===== src/rtl/arb_pkg.sv =====
// Shared types and helpers for the round-robin arbiter and its one-hot encoder.
package arb_pkg;

    typedef enum logic {
        IDLE = 1'b0,
        BUSY = 1'b1
    } state_t;

    // Index width for n requesters; never below one bit.
    function automatic int idx_w(input int n);
        return (n > 1) ? $clog2(n) : 1;
    endfunction

endpackage


===== src/rtl/enc.sv =====
// One-hot to binary encoder: each index bit ORs the one-hot lines whose position has that bit set.
module enc
    import arb_pkg::*;
#(
    parameter int W     = 4,
    parameter int IDX_W = idx_w(W)
) (
    input  logic [W-1:0]     onehot,
    output logic [IDX_W-1:0] idx
);

    genvar gi, gj;
    generate
        for (gi = 0; gi < IDX_W; gi++) begin : g_bit
            logic [W-1:0] sel;
            for (gj = 0; gj < W; gj++) begin : g_sel
                assign sel[gj] = onehot[gj] & (((gj >> gi) & 1) == 1);
            end
            assign idx[gi] = |sel;
        end
    endgenerate

endmodule


===== src/rtl/arb_rr.sv =====
// Round-robin arbiter with multi-beat bursts; grant held from first beat until ack+last,
// then handed to the next requester in cyclic order without an idle bubble.
module arb_rr
    import arb_pkg::*;
#(
    parameter int N     = 4,
    parameter int IDX_W = idx_w(N)
) (
    input  logic             clk,
    input  logic             arst,
    input  logic [N-1:0]     req_i,
    input  logic             last_i,
    input  logic             ack_i,
    output logic             gnt_vld_o,
    output logic [N-1:0]     gnt_o,
    output logic [IDX_W-1:0] gnt_idx_o
);

    state_t           state_reg;
    logic [IDX_W-1:0] ptr_reg;
    logic [N-1:0]     gnt_reg;
    logic [IDX_W-1:0] gnt_idx_reg;
    logic             gnt_vld_reg;

    logic             release_c;
    logic [IDX_W-1:0] rel_ptr;
    logic [IDX_W-1:0] arb_ptr;
    logic [N-1:0]     arb_req;
    logic [N-1:0]     rot_req;
    logic [N-1:0]     rot_pick;
    logic [N-1:0]     win_oh;
    logic [IDX_W-1:0] win_idx;
    logic             found;

    // (p + o) mod N for p < N, o < N; keeps non-power-of-2 N inside valid codes.
    function automatic int wrap_add(input logic [IDX_W-1:0] p, input int o);
        int s;
        s = int'(p) + o;
        return (s >= N) ? s - N : s;
    endfunction

    // On release the updated pointer and the mask excluding the current winner arbitrate directly.
    always_comb begin
        release_c = (state_reg == BUSY) && ack_i && last_i;
        rel_ptr   = (gnt_idx_reg == IDX_W'(N - 1)) ? '0 : gnt_idx_reg + 1'b1;
        arb_ptr   = (state_reg == BUSY) ? rel_ptr : ptr_reg;
        arb_req   = (state_reg == BUSY) ? (req_i & ~gnt_reg) : req_i;
    end

    always_comb begin
        rot_req  = '0;
        rot_pick = '0;
        win_oh   = '0;
        found    = 1'b0;
        for (int i = 0; i < N; i++) begin
            rot_req[i] = arb_req[wrap_add(arb_ptr, i)];
        end
        for (int i = 0; i < N; i++) begin
            if (rot_req[i] && !found) begin
                rot_pick[i] = 1'b1;
                found       = 1'b1;
            end
        end
        for (int i = 0; i < N; i++) begin
            if (rot_pick[i]) begin
                win_oh[wrap_add(arb_ptr, i)] = 1'b1;
            end
        end
    end

    enc #(
        .W     (N),
        .IDX_W (IDX_W)
    ) u_enc (
        .onehot (win_oh),
        .idx    (win_idx)
    );

    always_ff @(posedge clk or posedge arst) begin
        if (arst) begin
            state_reg   <= IDLE;
            ptr_reg     <= '0;
            gnt_reg     <= '0;
            gnt_idx_reg <= '0;
            gnt_vld_reg <= 1'b0;
        end else begin
            case (state_reg)
                IDLE: begin
                    if (found) begin
                        state_reg   <= BUSY;
                        gnt_reg     <= win_oh;
                        gnt_idx_reg <= win_idx;
                        gnt_vld_reg <= 1'b1;
                    end
                end
                BUSY: begin
                    if (release_c) begin
                        ptr_reg <= rel_ptr;
                        if (found) begin
                            gnt_reg     <= win_oh;
                            gnt_idx_reg <= win_idx;
                        end else begin
                            state_reg   <= IDLE;
                            gnt_reg     <= '0;
                            gnt_idx_reg <= '0;
                            gnt_vld_reg <= 1'b0;
                        end
                    end
                end
            endcase
        end
    end

    assign gnt_vld_o = gnt_vld_reg;
    assign gnt_o     = gnt_reg;
    assign gnt_idx_o = gnt_idx_reg;

    // The granted requester must keep requesting until its final beat is acked.
    a_winner_holds_req: assert property (@(posedge clk) disable iff (arst)
        gnt_vld_reg |-> |(req_i & gnt_reg));
    a_gnt_onehot0: assert property (@(posedge clk) disable iff (arst)
        $onehot0(gnt_reg));
    a_vld_matches: assert property (@(posedge clk) disable iff (arst)
        gnt_vld_reg == (gnt_reg != '0));
    a_idx_idle_zero: assert property (@(posedge clk) disable iff (arst)
        !gnt_vld_reg |-> (gnt_idx_reg == '0));
    a_idx_encodes: assert property (@(posedge clk) disable iff (arst)
        gnt_vld_reg |-> gnt_reg[gnt_idx_reg]);

endmodule


===== config.mk =====
export PLATFORM = sky130hd
export DESIGN_NAME = arb_rr
export DESIGN_NICKNAME = d
export VERILOG_FILES = /design/src/rtl/arb_pkg.sv /design/src/rtl/enc.sv /design/src/rtl/arb_rr.sv
export SDC_FILE = /design/constraint.sdc
export NUM_CORES = 1
export LEC_CHECK = 0
export CAP_MARGIN = 10
export CORE_MARGIN = 2
export CORE_UTILIZATION = 47
export CTS_BUF_LIST = sky130_fd_sc_hd__clkbuf_16
export CTS_CLUSTER_SIZE = 28
export DETAILED_ROUTE_END_ITERATION = 12
export GPL_TIMING_DRIVEN = 0
export PLACE_DENSITY_LB_ADDON = 0.25
export SLEW_MARGIN = 15
export SYNTH_ARGS = -nofsm -noshare
export SYNTH_HDL_FRONTEND = slang
export SYNTH_SLANG_ARGS = --single-unit

===== constraint.sdc =====
create_clock -name clk -period 2.7 [get_ports clk]
set_clock_uncertainty 0.15 [all_clocks]
set_input_delay 0.81 -clock clk [delete_from_list [all_inputs] [get_ports clk]]
set_output_delay 0.81 -clock clk [all_outputs]
set_load 0.01 [all_outputs]

==> results of run 1 <==
metal layers:
metal  up-vias  part of all wire [%]
met5         -                     0
met4         0                   1.5
met3         6                   5.6
met2        33                    52
met1       428                    41
li1        446                     -
cell families (layout without fill, tap and decap cells):
logic type	Yosys count	count (layout)	share of synthesized area [%]
and+or+nand+nor	41	41	24.3
muxes	5	5	9.55
DFF	10	10	25.8
buffers and inverters	8	33	4.00
adders and majority gates	8	8	10.3
AOI/OAI and AO/OA	31	31	26.1
power by group through the flow:
stage | Combinational (mW) | Clock (mW) | Sequential [mW]
floorplan | 0.812 | 0 | 0.285
global placement | 1.06 | 0 | 0.275
detailed placement | 1.09 | 0 | 0.279
CTS | 1.19 | 0.270 | 0.283
global route | 1.41 | 0.276 | 0.290
finish | 1.30 | 0.265 | 0.284
layout by cell type, fill, tap and decap left out, types with 2 or more instances in the layout:
| cell | netlist | routed |
|---|---|---|
| o211ai_1 | 2 | 2 |
| clkbuf_16 | 0 | 3 |
| nand2b_1 | 3 | 3 |
| ha_1 | 8 | 6 |
| buf_4 | 0 | 7 |
| nand4_1 | 5 | 5 |
| nand3_1 | 10 | 10 |
| mux4_2 | 2 | 2 |
| dfrtp_1 | 10 | 9 |
| inv_1 | 5 | 5 |
| nand2_1 | 12 | 12 |
| o21ai_0 | 5 | 5 |
| ha_4 | 0 | 2 |
| dlygate4sd2_1 | 0 | 4 |
| a22o_1 | 2 | 2 |
| a21boi_2 | 0 | 2 |
| a21boi_1 | 0 | 2 |
| a21bo_4 | 0 | 3 |
| a21oi_1 | 4 | 3 |
| o21ai_2 | 3 | 3 |
| clkdlybuf4s50_1 | 0 | 10 |
path summary, 6_finish.rpt:
path	cells after the start	endpoint	startpoint	slack (ns)
worst max-delay path	8	gnt_o[3]	gnt_idx_o[0]	0.11
worst min-delay path	2	gnt_vld_o	gnt_vld_o	0.35
worst max register to register	8	gnt_o[3]	gnt_idx_o[0]	0.11
worst min register to register	2	gnt_vld_o	gnt_vld_o	0.35
max in group asynchronous	2	gnt_idx_o[0]	arst	1.39
min in group asynchronous	2	state_reg	arst	0.71
through the flow:
stage / cell area, µm² / hold WS (ns) / TNS (ns) / setup slack, ns / utilization, %
global placement: 1160 / 0.313 / -2.37 / -0.540 / 59.1
floorplan: 986 / 0.314 / 0 / 0.0230 / -
detailed placement: 1160 / 0.353 / -2.75 / -0.598 / 59.1
global route: 1360 / 0.376 / -0.0141 / -0.0123 / 69.3
CTS: 1300 / 0.360 / 0 / 0.00708 / 66.3
finish: 1360 / 0.355 / 0 / 0.109 / 69.3
worst max-delay path: stages (launching register included):
cell       delay, ns
dfrtp_2         0.44
ha_4            0.19
nor3b_4         0.24
nor2_4          0.10
ha_4            0.29
mux4_2          0.35
or2_4           0.30
o2111ai_4       0.27
a22o_1          0.18
repair_timing:
action | in CTS | in global routing
endpoints found under the setup margin | 6 | 6
pin swaps | 7 | 4
resized for setup | 17 | 2
setup buffers | 2 | 5
cloned | 0 | 0
layout make-up:
cell class                 instances  area (µm²)
multi-input combinational         85         767
tap                               27        33.8
clock buffer                       3        75.1
fill                             156         602
buffer                             2        16.3
clock inverter                     1        3.75
inverter                           6        25.0
sequential                        10         251
timing repair buffer              21         188
==> flow_metrics.tcl, run 1 <==
set metrics [dict create \
    grt.total_usage_pct 21.4 \
    synthFlopType "dfrtp_1" \
    overflow 0 \
    clkPwrFrac_pct 14.3 \
    wire_per_inst_um 15.6 \
    synth_top_area_cell "dfrtp_1" \
    required_ns 2.72 \
    coreArea_mm2 0.00196 \
    avgSynthCellArea_um2 9.41 \
    yosysWarningCount 0 \
    syn_to_final_growth_pct 40.3 \
    max_freq_mhz 386 \
    min_period_ns 2.59 \
    pwr-share-comb_pct 70.4 \
    gr-usage-met2_pct 37.8 \
    clock-sinks 10 \
    synth_seq_cells 10 \
    clkLatencyLatePin_ns 0.24 \
    worst-path-max-fanout 6 \
    outcome "finished clean" \
    root_buffer "clkbuf_16" \
    via_per_inst 5.89 \
    die_w_um 49.4 \
    pwr_density_cell_mw_per_mm2 1360 \
    switchingPower_uw 800 \
    initial_core_util_pct 49.4 \
    cap_violations 0 \
    drive_gt1_share_pct 29.7 \
    wirelength_um 2420 \
    fp.dieArea_mm2 0.00244 \
    n_antenna_cell 0 \
    grt_pass1_wl_um 4070 \
    drv_slew 0 \
    io_pins 15 \
    io_buffers 14 \
    syn-cell-area_um2 970 \
    drt_iter0_drc 40 \
    drt-pass1-iter-count 4 \
    power_mw 1.85 \
    cts.clk_slew.worst_paths_ns 0.04 \
    fp.dieH_um 49.4 \
    cts_buffer_depth 2 \
    grt_antenna_before_repair 0 \
    finalHoldViolations 0 \
    largest_reg_flops 4 \
    fp-row-count 16 \
    power.share.sequential_pct 15.3 \
    synth_cells 103 \
    cts_htree_levels 1 \
    worst_slew_pin_slew_ns 0.812 \
    synth.top_cell.area_share_pct 25.8 \
    synth_area_leaders "dfrtp_1 26%, ha_1 10%, nand3_1 5.2%" \
    synth_edf_count 0 \
    place_inst 144 \
    yosysMostFrequentCell "nand2_1" \
    hpwlAfterDp_um 1810 \
    grt_use_met3_pct 5.21 \
    synthesis.nets 119 \
    hold_class "flop to flop" \
    drc_errors 0 \
    grt_use_met1_pct 25.1 \
    grt_pass1_vias 902 \
    nets 145 \
    yosysUniqueCellTypes 39 \
    crit_type "flop to flop" \
    cts_made_buffers 3 \
    critPathLaunchType "flop" \
    via_count 913 \
    ant_nets 0 \
    arrival_ns 2.61 \
    power.internal_mw 1.05 \
    cts_tree "done" \
    synth_common_cells "12 x nand2_1, 10 x dfrtp_1, 10 x nand3_1" \
    grt_max_degree 11 \
    final_cells 155 \
    slew_headroom_pct 45.4 \
    grt-busiest-layer "met2" \
    swShare_pct 43.3 \
    holdBufCountCts 0 \
    timing.final.crit_share_pct 95.9 \
    end_kind "flop" \
    ys_seq_area_share_pct 25.8 \
    p_leak_nw 0.558 \
    setup_viol 0 \
    async_flop_share_pct 100 \
    routabilityCongestion 0.838 \
    peakVddDrop_v 0.000944 \
]
Power figures use the tool's default switching activity.
==> run 2: changes to the inputs <==
--- a/config.mk
+++ b/config.mk
@@ -11,6 +11,7 @@
 export CTS_BUF_LIST = sky130_fd_sc_hd__clkbuf_16
 export CTS_CLUSTER_SIZE = 28
 export DETAILED_ROUTE_END_ITERATION = 12
+export GPL_ROUTABILITY_DRIVEN = 1
 export GPL_TIMING_DRIVEN = 0
 export PLACE_DENSITY_LB_ADDON = 0.25
 export SLEW_MARGIN = 15
==> results of run 2 <==
Final layout, timing and power as in run 1 (identical DEF).
==> run 3: changes to the inputs <==
--- a/config.mk
+++ b/config.mk
@@ -7,7 +7,7 @@
 export LEC_CHECK = 0
 export CAP_MARGIN = 10
 export CORE_MARGIN = 2
-export CORE_UTILIZATION = 47
+export CORE_UTILIZATION = 48
 export CTS_BUF_LIST = sky130_fd_sc_hd__clkbuf_16
 export CTS_CLUSTER_SIZE = 28
 export DETAILED_ROUTE_END_ITERATION = 12
@@ -17,4 +17,5 @@
 export SLEW_MARGIN = 15
 export SYNTH_ARGS = -nofsm -noshare
 export SYNTH_HDL_FRONTEND = slang
+export SYNTH_HIERARCHICAL = 1
 export SYNTH_SLANG_ARGS = --single-unit
==> run 3 against run 2 <==
Compared with the run above:
- the flow now finishes with violations (negative setup slack)
- hold slack worse by 0.016 ns
- critical path type unchanged
- global-route usage up 5.8 points
- fmax down 5.7%
- die area down 1.8%
- first-iteration DRC count down 20%
- utilization up 11 points
- routed wire length up 29%
- worst setup slack worse by 0.16 ns
==> flow_metrics.tcl, run 3 <==
set metrics [dict create \
    outcome "complete, but fails checks" \
    violations "negative setup slack" \
    slew_headroom_pct 65.9 \
    initial_core_util_pct 50.0 \
    drv_slew 0 \
    end_kind "flop" \
    grt_setup_unrepaired "true" \
    drive_gt1_share_pct 40.4 \
    timing.final.crit_share_pct 102 \
    drt_iter0_drc 32 \
    root_buffer "clkbuf_16" \
    overflow 0 \
    avgSynthCellArea_um2 9.71 \
    fp.dieArea_mm2 0.00240 \
    synth_cells 100 \
    worst_slack_ns -0.0474 \
    min_period_ns 2.75 \
    via_count 1036 \
    cts_htree_levels 1 \
    fp-row-count 16 \
    path_cells "ha_4 > mux2i_4 > buf_4 > mux2i_4 > mux2_4 > clkbuf_8 > o21ai_1 > o22ai_1 > nand2_1 > or2_1 > a32o_1" \
    die_w_um 49.0 \
    critPathSlowestCell "dfrtp_2" \
    synthesis.nets 117 \
    worst_slew_pin_slew_ns 0.497 \
    syn_to_final_growth_pct 60.1 \
    drc_errors 0 \
    ant_nets 0 \
    nets 159 \
    grt_pass1_wl_um 4900 \
    arrival_ns 2.72 \
    fillers 114 \
    wire_per_inst_um 18.6 \
    cpMostUsedCell "mux2i_4" \
    cts_made_buffers 3 \
    routabilityCongestion 0.854 \
    crit_type "flop to flop" \
    pre_cts_ws_ns -0.609 \
    finalHoldViolations 0 \
    io_pins 15 \
    fp.dieH_um 49.0 \
    grt.total_usage_pct 27.2 \
    layout_commonest_cell "buf_4" \
    setup_viol 2 \
    grt_antenna_before_repair 0 \
    grt_max_degree 11 \
    hpwlAfterDp_um 1830 \
    critPathLaunchType "flop" \
    syn-cell-area_um2 971 \
    cap_violations 0 \
    n_antenna_cell 0 \
    clkLatencyLatePin_ns 0.23 \
    critPathMaxStageDelay_ns 0.42 \
    critPathBufInv 2 \
    hold_class "flop to flop" \
    cts_tree "done" \
    tns_ns -0.0744 \
    drt-pass1-iter-count 4 \
    worst-path-max-fanout 9 \
    critical_path.top_delay_family "multiplexers" \
    clock-sinks 10 \
    wirelength_um 3120 \
    required_ns 2.67 \
    largest_reg_flops 4 \
    final_cell_mix "21 x buf_4, 15 x nand2_1, 10 x nand3_1, 10 x clkdlybuf4s50_1, 8 x dfrtp_1" \
    cts.clk_slew.worst_paths_ns 0.04 \
    grt_pass1_vias 1012 \
    max_freq_mhz 364 \
    coreArea_mm2 0.00194 \
    via_per_inst 6.17 \
    cts_buffer_depth 2 \
    io_buffers 14 \
    yosysWarningCount 6 \
]
-- run 3: worst paths after layout --
path / from / end / cells past startpoint / slack [ns]
worst max-delay path: gnt_idx_o[0] / gnt_idx_o[1] / 11 / -0.05
worst min register to register: gnt_vld_o / gnt_vld_o / 2 / 0.34
worst min-delay path: gnt_vld_o / gnt_vld_o / 2 / 0.34
worst max register to register: gnt_idx_o[0] / gnt_idx_o[1] / 11 / -0.05
min in group asynchronous: arst / gnt_o[0] / 2 / 0.72
max in group asynchronous: arst / gnt_idx_o[0] / 2 / 1.38
-- run 3: timing repair --
action | CTS | global route
gates resized for setup | 23 | 11
gates cloned | 0 | 0
pin swaps | 11 | 12
endpoints found under the setup margin | 6 | 6
buffers inserted | 20 | 3
hold buffers | 0 | 0
-- run 3: worst min-delay path, cell delays in order (launching register included) --
cell,delay (ns)
dfrtp_1,0.33
o21ai_1,0.06
nand2_1,0.06
-- run 3: cell type report --
type                    instances  area [µm²]  area share (%)
repair buffers                 37         319            20.5
well taps                      27        33.8            2.17
plain buffers                   2        18.8            1.21
clock buffers                   3        75.1            4.83
multi-input cells              83         832            53.5
clock inverters                 1        3.75           0.242
flip-flops and latches         10         253            16.3
inverters                       5        18.8            1.21
-- run 3: stage by stage --
step	area [µm²]	std cells	hold slack [ns]	util, %
after global placement	1180	141	0.325	60.8
after detailed placement	1180	141	0.327	60.8
after CTS	1490	165	0.338	76.5
after global routing	1550	168	0.376	80.0
final	1550	168	0.339	80.0
after floorplan	1010	100	0.374	-
-- run 3: routing by layer --
metal,wire length [µm],global-route usage [%]
met1,1220,31.4
met2,1630,52.3
met3,165,5.21
met4,95,4.29
met5,0,0
Power of run 3 is left out: the tool's default activity adds up to more than one toggle a clock period on the data nets, which glitch-free logic cannot reach.
